<file path="config.mk">
export PLATFORM = sky130hd
export DESIGN_NAME = led_pattern_ctrl_flat
export DESIGN_NICKNAME = d
export VERILOG_FILES = /design/src/rtl/led_pattern_ctrl_pkg.sv /design/src/rtl/led_pattern_ctrl_if.sv /design/src/rtl/led_pattern_ctrl_tick_gen.sv /design/src/rtl/led_pattern_ctrl.sv /design/src/flat_wrapper.sv
export SDC_FILE = /design/constraint.sdc
export NUM_CORES = 1
export LEC_CHECK = 0
export CAP_MARGIN = 20
export CORE_MARGIN = 2
export CORE_UTILIZATION = 55
export CTS_CLUSTER_SIZE = 40
export DETAILED_ROUTE_END_ITERATION = 10
export PLACE_DENSITY = 0.88
export SYNTH_ARGS = -nofsm -noshare
export SYNTH_HDL_FRONTEND = slang
export SYNTH_HIERARCHICAL = 1
export SYNTH_SLANG_ARGS = --single-unit
</file>
<file path="constraint.sdc">
create_clock -name SCLK -period 3.3 [get_ports SCLK]
set_input_delay 0.825 -clock SCLK [delete_from_list [all_inputs] [get_ports SCLK]]
set_output_delay 0.825 -clock SCLK [all_outputs]
set_load 0.05 [all_outputs]
</file>
<file path="src/rtl/led_pattern_ctrl_pkg.sv">
// led_ctrl_pkg: shared pattern/direction types, speed codes, default dividers and the pattern init helper
package led_ctrl_pkg;

    typedef enum logic [1:0] {PAT_RUN, PAT_PINGPONG, PAT_FILL, PAT_COUNT} pat_e;
    typedef enum logic {DIR_UP, DIR_DOWN} dir_e;

    localparam logic [1:0] SPD_STOP = 2'd0;
    localparam logic [1:0] SPD_1    = 2'd1;
    localparam logic [1:0] SPD_2    = 2'd2;

    localparam int DEF_DIV1 = 500;
    localparam int DEF_DIV2 = 250;
    localparam int DEF_DIV3 = 100;
    localparam int MAX_W    = 64;

    // run and ping-pong start from a single lit LED, fill and count start dark
    function automatic logic [MAX_W-1:0] init_pat(pat_e pat, int width);
        return ((pat == PAT_RUN || pat == PAT_PINGPONG) && width > 0) ? MAX_W'(1) : '0;
    endfunction

endpackage

</file>
<file path="src/rtl/led_pattern_ctrl_if.sv">
// led_pattern_ctrl_if: switch/LED bundle; DUTY exists only when LED_PWM_EN is defined
interface led_pattern_ctrl_if #(
    parameter int LED_W = 16
);
    logic [1:0]       SW;
    logic [1:0]       PAT;
    logic [LED_W-1:0] LD;
    logic             TICK;
`ifdef LED_PWM_EN
    logic [3:0]       DUTY;
    modport master (output SW, PAT, DUTY, input LD, TICK);
    modport slave  (input SW, PAT, DUTY, output LD, TICK);
`else
    modport master (output SW, PAT, input LD, TICK);
    modport slave  (input SW, PAT, output LD, TICK);
`endif
endinterface

</file>
<file path="src/rtl/led_pattern_ctrl_tick_gen.sv">
// led_tick_gen: speed-selected divider; TICK is the combinational step strobe for the current cycle
module led_tick_gen
    import led_ctrl_pkg::*;
#(
    parameter int DIV1  = DEF_DIV1,
    parameter int DIV2  = DEF_DIV2,
    parameter int DIV3  = DEF_DIV3,
    parameter int CNT_W = 10
)(
    input  logic       SCLK,
    input  logic       RST_N,
    input  logic [1:0] SW,
    input  logic       clr,
    output logic       TICK
);

    logic [CNT_W-1:0] cnt, term;
    logic [1:0]       sw_q;

    assign term = SW == SPD_1 ? CNT_W'(DIV1 - 1) : SW == SPD_2 ? CNT_W'(DIV2 - 1) : CNT_W'(DIV3 - 1);
    assign TICK = !clr && SW == sw_q && SW != SPD_STOP && cnt == term;

    // restart the count on pattern load, rate change or stop; wrap on terminal count
    always_ff @(posedge SCLK or negedge RST_N) begin
        if (!RST_N) begin
            cnt  <= '0;
            sw_q <= SPD_STOP;
        end else begin
            sw_q <= SW;
            cnt  <= (clr || SW != sw_q || SW == SPD_STOP || TICK) ? '0 : cnt + CNT_W'(1);
        end
    end

endmodule

</file>
<file path="src/rtl/led_pattern_ctrl.sv">
// led_pattern_ctrl: tick-driven LED pattern engine; optional PWM dimming under LED_PWM_EN
module led_pattern_ctrl
    import led_ctrl_pkg::*;
#(
    parameter int LED_W = 16,
    parameter int DIV1  = DEF_DIV1,
    parameter int DIV2  = DEF_DIV2,
    parameter int DIV3  = DEF_DIV3,
    parameter int CNT_W = 10
)(
    input logic               SCLK,
    input logic               RST_N,
    led_pattern_ctrl_if.slave bus
);

    pat_e             pat_in, pat_q;
    dir_e             dir, dir_nxt;
    logic             load_pend, clr, tick_c, tick_q, turn, go_up;
    logic [LED_W-1:0] pat_r, pat_nxt;

    assign pat_in = pat_e'(bus.PAT);
    assign clr    = load_pend || pat_in != pat_q;

    led_tick_gen #(.DIV1(DIV1), .DIV2(DIV2), .DIV3(DIV3), .CNT_W(CNT_W)) u_tick (
        .SCLK (SCLK),
        .RST_N(RST_N),
        .SW   (bus.SW),
        .clr  (clr),
        .TICK (tick_c)
    );

    // one step of the selected pattern; ping-pong reverses when the lit bit reaches an end
    always_comb begin
        dir_nxt = dir;
        pat_nxt = pat_r;
        turn    = dir == DIR_UP ? pat_r[LED_W-1] : pat_r[0];
        go_up   = (dir == DIR_UP) ^ turn;
        case (pat_q)
            PAT_RUN:      pat_nxt = {pat_r[LED_W-2:0], pat_r[LED_W-1]};
            PAT_PINGPONG: begin
                dir_nxt = go_up ? DIR_UP : DIR_DOWN;
                pat_nxt = go_up ? pat_r << 1 : pat_r >> 1;
            end
            PAT_FILL:     pat_nxt = &pat_r ? '0 : {pat_r[LED_W-2:0], 1'b1};
            PAT_COUNT:    pat_nxt = pat_r + LED_W'(1);
        endcase
    end

    // pattern state: reload on start-up or pattern change, advance on tick
    always_ff @(posedge SCLK or negedge RST_N) begin
        if (!RST_N) begin
            load_pend <= 1'b1;
            pat_q     <= PAT_RUN;
            dir       <= DIR_UP;
            pat_r     <= '0;
            tick_q    <= 1'b0;
        end else begin
            load_pend <= 1'b0;
            tick_q    <= tick_c;
            if (clr) begin
                pat_q <= pat_in;
                dir   <= DIR_UP;
                pat_r <= LED_W'(init_pat(pat_in, LED_W));
            end else if (tick_c) begin
                dir   <= dir_nxt;
                pat_r <= pat_nxt;
            end
        end
    end

    assign bus.TICK = tick_q;

`ifdef LED_PWM_EN
    logic [3:0]       pwm;
    logic [LED_W-1:0] ld_q;

    // free-running PWM phase and gated LED register
    always_ff @(posedge SCLK or negedge RST_N) begin
        if (!RST_N) begin
            pwm  <= '0;
            ld_q <= '0;
        end else begin
            pwm  <= pwm + 4'd1;
            ld_q <= pat_r & {LED_W{pwm < bus.DUTY}};
        end
    end

    assign bus.LD = ld_q;
`else
    assign bus.LD = pat_r;
`endif

endmodule
</file>
<file path="src/flat_wrapper.sv">
// flat-port wrapper written by rule: the top's interface ports become plain ports
module led_pattern_ctrl_flat import led_ctrl_pkg::*;
#(
    parameter int LED_W = 16,
    parameter int DIV1  = DEF_DIV1,
    parameter int DIV2  = DEF_DIV2,
    parameter int DIV3  = DEF_DIV3,
    parameter int CNT_W = 10
)
  (SCLK, RST_N, bus_SW, bus_PAT, bus_LD, bus_TICK);
  led_pattern_ctrl_if #(.LED_W(LED_W)) bus_i ();
  input logic SCLK;
  input logic RST_N;
  input wire logic [$bits(bus_i.SW)-1:0] bus_SW;
  input wire logic [$bits(bus_i.PAT)-1:0] bus_PAT;
  output wire logic [$bits(bus_i.LD)-1:0] bus_LD;
  output wire logic [$bits(bus_i.TICK)-1:0] bus_TICK;
  assign bus_i.SW = bus_SW;
  assign bus_i.PAT = bus_PAT;
  assign bus_LD = bus_i.LD;
  assign bus_TICK = bus_i.TICK;
  led_pattern_ctrl #(.LED_W(LED_W), .DIV1(DIV1), .DIV2(DIV2), .DIV3(DIV3), .CNT_W(CNT_W)) u_core (.SCLK(SCLK), .RST_N(RST_N), .bus(bus_i));
endmodule
</file>
Word-level counts from Yosys, hierarchy flattened
Cells that the tools add are included.
{"block": "op_classes", "add_sub_neg": 2, "n_lt_le_gt_ge": 0, "bitwise": 2, "n_div": 0, "n_mul": 0, "n_shift": 0, "reduce_logical": 17, "muxes": 14, "n_eq_ne": 10}
{"cell": "$mux W16", "count": 4}
{"cell": "$pmux W16 S4", "count": 1}
{"cell": "$add A16 B1 Y16 const B", "count": 1}
{"cell": "$reduce_and A16 Y1", "count": 1}
{"cell": "$add A10 B1 Y10 const B", "count": 1}
{"cell": "$eq A10 B9 Y1", "count": 1}
{"cell": "$mux W10", "count": 1}
{"cell": "$mux W9", "count": 1}
{"cell": "$mux W8", "count": 1}
{"cell": "$eq A2 B1 Y1 const B", "count": 3}
{"cell": "$eq A2 B2 Y1 const B", "count": 3}
{"cell": "$logic_not A2 Y1", "count": 3}
{"cell": "$mux W1", "count": 6}
{"cell": "$reduce_bool A2 Y1", "count": 3}
{"cell": "$logic_or A1 B1 Y1", "count": 5}
{"cell": "$ne A2 B2 Y1", "count": 2}
{"cell": "$logic_and A1 B1 Y1", "count": 3}
{"cell": "$eq A2 B2 Y1", "count": 1}
{"cell": "$reduce_and A2 Y1", "count": 1}
{"cell": "$logic_not A1 Y1", "count": 1}
{"cell": "$not A1 Y1", "count": 1}
{"cell": "$xor A1 B1 Y1", "count": 1}
{"block": "totals", "register_bits": 33, "input_bits": 6, "romBits": 0, "output_inout_bits": 17, "memories": 0, "ramBits": 0, "latch_bits": 0}

Depth between registers and ports, before layout
{"block": "depth", "ltp_word": 8, "ltp_mapped": 11, "depth_no_buf": 9}

Cells and area by module
The synthesis kept the hierarchy.
{"module": "led_pattern_ctrl", "area_per_inst_um2": 1535.2, "n_inst": 1, "seq_area_each_um2": 526.8, "cells_per_inst": 181}
{"module": "led_tick_gen", "area_per_inst_um2": 653.1, "n_inst": 1, "seq_area_each_um2": 300.3, "cells_per_inst": 66}

Worst setup path after synthesis
No wires, ideal clock.
{"block": "synth_timing", "path_kind": "input to register", "from": "input bus_PAT[1]", "to": "register u_core.pat_r[10] (netlist: u_core/bus.LD[10])", "required_time_ps": 3206, "setup_slack_ps": 90, "path_stages": 10, "setup_time_ps": 94, "arrival_ps": 3116, "cell_sequence": "xor2_1 -> nor3_2 -> inv_1 -> clkbuf_1 -> or4_4 -> nor2_1 -> clkbuf_1 -> clkbuf_1 -> nor2_1 -> a211oi_1"}
{"block": "synth_via", "elab_chain_len": 7, "elab_cells_between_ends": 8}
{"element": "start: declaration", "line_no": "flat_wrapper.sv:15", "rtl": "input wire logic [$bits(bus_i.PAT)-1:0] bus_PAT;"}
{"element": "$ne A2 B2 Y1", "line_no": "led_pattern_ctrl.sv:22", "rtl": "assign clr = load_pend || pat_in != pat_q;"}
{"element": "$logic_or A1 B1 Y1", "line_no": "led_pattern_ctrl.sv:22"}
{"element": "via u_core.clr", "line_no": "led_pattern_ctrl.sv:18", "rtl": "logic load_pend, clr, tick_c, tick_q, turn, go_up;"}
{"element": "$logic_not A1 Y1", "line_no": "led_pattern_ctrl_tick_gen.sv:21", "rtl": "assign TICK = !clr && SW == sw_q && SW != SPD_STOP && cnt == term;"}
{"element": "$logic_and A1 B1 Y1 (3 in series)", "line_no": "led_pattern_ctrl_tick_gen.sv:21"}
{"element": "via u_core.tick_c", "line_no": "led_pattern_ctrl.sv:18"}
{"element": "$reduce_bool A2 Y1 (no line)"}
{"element": "end signal: assignment", "line_no": "led_pattern_ctrl.sv:63", "rtl": "pat_r <= LED_W'(init_pat(pat_in, LED_W));"}
{"element": "end signal: assignment", "line_no": "led_pattern_ctrl.sv:66", "rtl": "pat_r <= pat_nxt;"}
{"element": "end: declaration", "line_no": "led_pattern_ctrl.sv:19", "rtl": "logic [LED_W-1:0] pat_r, pat_nxt;"}
The timed path passes the listed nets, and every way through them passes these cells.
A chain may end at the register's enable or synchronous reset.

Worst setup path after layout
{"block": "layout_timing", "from": "input bus_PAT[1]", "to": "register u_core.pat_r[1] (netlist: u_core/bus.LD[1])"}
{"block": "layout_via", "elab_chain_len": 7, "elab_cells_between_ends": 8}
{"element": "$ne A2 B2 Y1", "line_no": "led_pattern_ctrl.sv:22"}
{"element": "$logic_or A1 B1 Y1", "line_no": "led_pattern_ctrl.sv:22"}
{"element": "$logic_not A1 Y1", "line_no": "led_pattern_ctrl_tick_gen.sv:21"}
{"element": "$logic_and A1 B1 Y1 (3 in series)", "line_no": "led_pattern_ctrl_tick_gen.sv:21"}
{"element": "via u_core.tick_c", "line_no": "led_pattern_ctrl.sv:18"}
{"element": "$reduce_bool A2 Y1 (no line)"}
The timed path passes the listed nets, and every way through them passes these cells.

==> flow_metrics.env <==
export IMPL_cp_arrival_ps=3060
export IMPL_drive_above_1_share_pct=9.125
export IMPL_ys_seq_area_share_pct=37.79
export IMPL_dpl_instance_area_sq_um=2420
export IMPL_cts_tree="done"
export IMPL_crit_end="u_core/bus.LD[1]$_DFFE_PN0P_"
export IMPL_synth_main_ff_cell="dfrtp_1"
export IMPL_netlist_area_sq_um=2188
export IMPL_grt_use_met3_pct=5.405
export IMPL_coreArea_sq_um=3744
export IMPL_rows=22
export IMPL_start_util_pct=58.46
export IMPL_met2_usage_pct=39.36
export IMPL_finalCritPeriodShare_pct=87.95
export IMPL_cts_setup_buffers=0
export IMPL_reg2reg_slack_ps=740
export IMPL_placedCellCount=303
export IMPL_cts_resized=0
export IMPL_drv_slew=0
export IMPL_area_growth_pct=14.24
export IMPL_setup_viol=0
export IMPL_path_cells="clkdlybuf4s50_1 > xor2_1 > nor3_2 > inv_1 > or4_4 > nor2_1 > buf_4 > nand2_1 > a221oi_1 > nor3_1"
export IMPL_synth_edf_count=0
export IMPL_grt_usage_pct=23.47
export IMPL_grt_overflow_total=0
export IMPL_worstHoldPathCells=1
export IMPL_synth_seq_cells=33
export IMPL_htreeDepth=2
export IMPL_status="finished clean"
export IMPL_wirelength_mm=4.686
export IMPL_first_global_vias=1755
export IMPL_startpoint="bus_PAT[1]"
export IMPL_top_usage_layer="met2"
export IMPL_cp_end_kind="flip-flop"
export IMPL_fmax_mhz=344.6
export IMPL_slew_headroom_pct=28.52
export IMPL_min_period_ps=2902
export IMPL_cts_made_buffers=5
export IMPL_path_clk_slew_ps=60
export IMPL_root_buffer="clkbuf_8"
export IMPL_slowest_delay_ps=550
export IMPL_ys_warn_count=6
export IMPL_use_met1_pct=28.12
export IMPL_routedWlPerCell_microns=15.07
export IMPL_maxCapViolCount=0
export IMPL_critPathMaxFanout=20
export IMPL_design_area_sq_um=2500
export IMPL_worstMarginPinSlew_ps=1065
export IMPL_setup_slack_ps=397.8
export IMPL_finalNonFillerCells=311
export IMPL_synth_top_area_share_pct=36.59
export IMPL_cp_required_ps=3460
export IMPL_p_leak_nw=0.9866
export IMPL_firstDrtPassIters=4
export IMPL_synth_top_cells_by_count="nor2_1, dfrtp_1, nand2_1, xor2_1"
export IMPL_synth_most_common_cell="nor2_1"
export IMPL_synth_area_leaders="dfrtp_1, xor2_1, nor2_1"
export IMPL_yosys_area_top_type="dfrtp_1"
export IMPL_gp_congestion=0.9013
export IMPL_fin_tns_setup_ps=0
export IMPL_critical_path_buf_inv_count=3
export IMPL_min_from="u_core/u_tick/cnt[0]$_DFF_PN0_"
export IMPL_r2r_cells=6
export IMPL_finalClockSkew_ps=7.791
export IMPL_p_total_mw=0.7773
export IMPL_startpoint_type="input port"
export IMPL_io_pins=23
export IMPL_criticalPathCategory="in -> reg"
export IMPL_p_per_area_nw_per_um2=310.9
export IMPL_critPathSlowestCell="or4_4"
export IMPL_grt_max_degree=34
export IMPL_drc=0
export IMPL_via_per_inst=6.080
export IMPL_clock_sinks=33
export IMPL_pre_cts_ws_ps=121.4
export IMPL_initialDrtViolationCount=219
export IMPL_hold_viol=0
export IMPL_hpwl_mm=3.176
export IMPL_cp_depth=10
export IMPL_postSynth_asyncResetShare_pct=100.0
export IMPL_syn_area_per_cell_sq_um=8.860
export IMPL_r2r_start="u_core/bus.LD[0]$_DFFE_PN0P_"
export IMPL_ir_drop_v=0.0001823
export IMPL_antenna_left=0
export IMPL_rsz0062_at_grt="false"
export IMPL_path_delay_family="simple AND/OR/NAND/NOR gates"
export IMPL_die_area_sq_um=4499
export IMPL_clock_path_buffers=2
export IMPL_nNetsFinal=274
export IMPL_grt_pass1_wl_mm=7.907
export IMPL_io_buffers=22
export IMPL_hold_buffers=0
export IMPL_antenna_found_initial=0
export IMPL_r2r_end="u_core/bus.LD[11]$_DFFE_PN0P_"
export IMPL_antenna_diode_count=0
export IMPL_die_h_microns=67.08
export IMPL_synth_cell_types=41
export IMPL_min_path_type="reg -> reg"
export IMPL_clock_latency_ps=290
export IMPL_synthCells=247
export IMPL_die_w_microns=67.08
export IMPL_syn_num_nets=259
export IMPL_via_count=1891
-- metrics by stage --
step	hold slack, ps	util, %
after floorplan	461.2	-
after global placement	509.9	64.64
after detailed placement	512.7	64.64
after CTS	523.9	66.78
after global routing	555.3	66.78
final	525.1	66.78
-- how the worst min path moves through the flow --
| stage | end | slack (ps) |
|---|---|---|
| after CTS | u_core/u_tick/cnt[0]$_DFF_PN0_ | 520 |
| final | u_core/u_tick/cnt[0]$_DFF_PN0_ | 530 |
| after global placement | u_core/u_tick/cnt[0]$_DFF_PN0_ | 510 |
| after global routing | u_core/u_tick/cnt[0]$_DFF_PN0_ | 560 |
| after floorplan | u_core/u_tick/cnt[0]$_DFF_PN0_ | 460 |
| after detailed placement | u_core/u_tick/cnt[0]$_DFF_PN0_ | 510 |
-- worst register-to-register path: cells and delay by family, from the launching register on --
kind / cells / cell delay (ps)
flops: 1 / 500
compound gates: 2 / 1200
fa+ha+maj: 1 / 330
simple gates: 3 / 410
-- cell type report --
| cell class | count | area, sq um |
|---|---|---|
| repair buffers | 29 | 272.8 |
| fillers | 311 | 1244 |
| multi-input cells | 186 | 1234 |
| well taps | 48 | 60.06 |
| clock buffers | 8 | 80.08 |
| flip-flops and latches | 33 | 827.0 |
| inverters | 7 | 26.28 |
-- placed cells by master, fill, tap and decap left out, types with 2 or more instances in the layout --
cell type	count
and2_1	2
xor2_1	17
nand4_1	4
inv_1	7
dfrtp_1	32
nor4_2	3
nor2_1	33
buf_4	7
nand4_4	2
xnor2_1	11
nand3_1	13
nand2_1	28
o21ai_0	5
nand4b_1	2
nor3_1	9
clkbuf_8	5
ha_1	6
a21oi_1	6
clkdlybuf4s50_1	22
clkbuf_1	3
a211oi_1	12
nor3_2	2
nor4_1	2
a221oi_1	13
-- state kept, by name (all words and copies together), names as in the netlist --
signal	cells
u_core/bus.LD	16
u_core/pat_q	2
u_core/dir	1
u_core/u_tick/sw_q	2
u_core/load_pend	1
u_core/bus.TICK	1
u_core/u_tick/cnt	10
-- per-layer routing --
metal  share of wire, %  vias to the layer above
met2                 49                       46
met5                  0                        -
met3                5.4                       12
met4                1.8                        0
met1                 44                      928
li1                   -                      905
-- where the power goes --
group	internal, mW	switching [mW]
combinational	0.0241	0.0406
clock	0.150	0.145
sequential	0.409	0.00825
-- logic make-up (layout without fill, tap and decap cells) --
group,Yosys count,in the layout,synth area share (%)
compound gates,41,41,13.95
xor+xnor,28,28,11.21
fa+ha+maj,6,6,3.430
buf+inv,28,44,5.832
flops,33,33,37.79
other cells,1,1,0.1714
simple gates,110,110,27.62
Power figures use the tool's default switching activity.
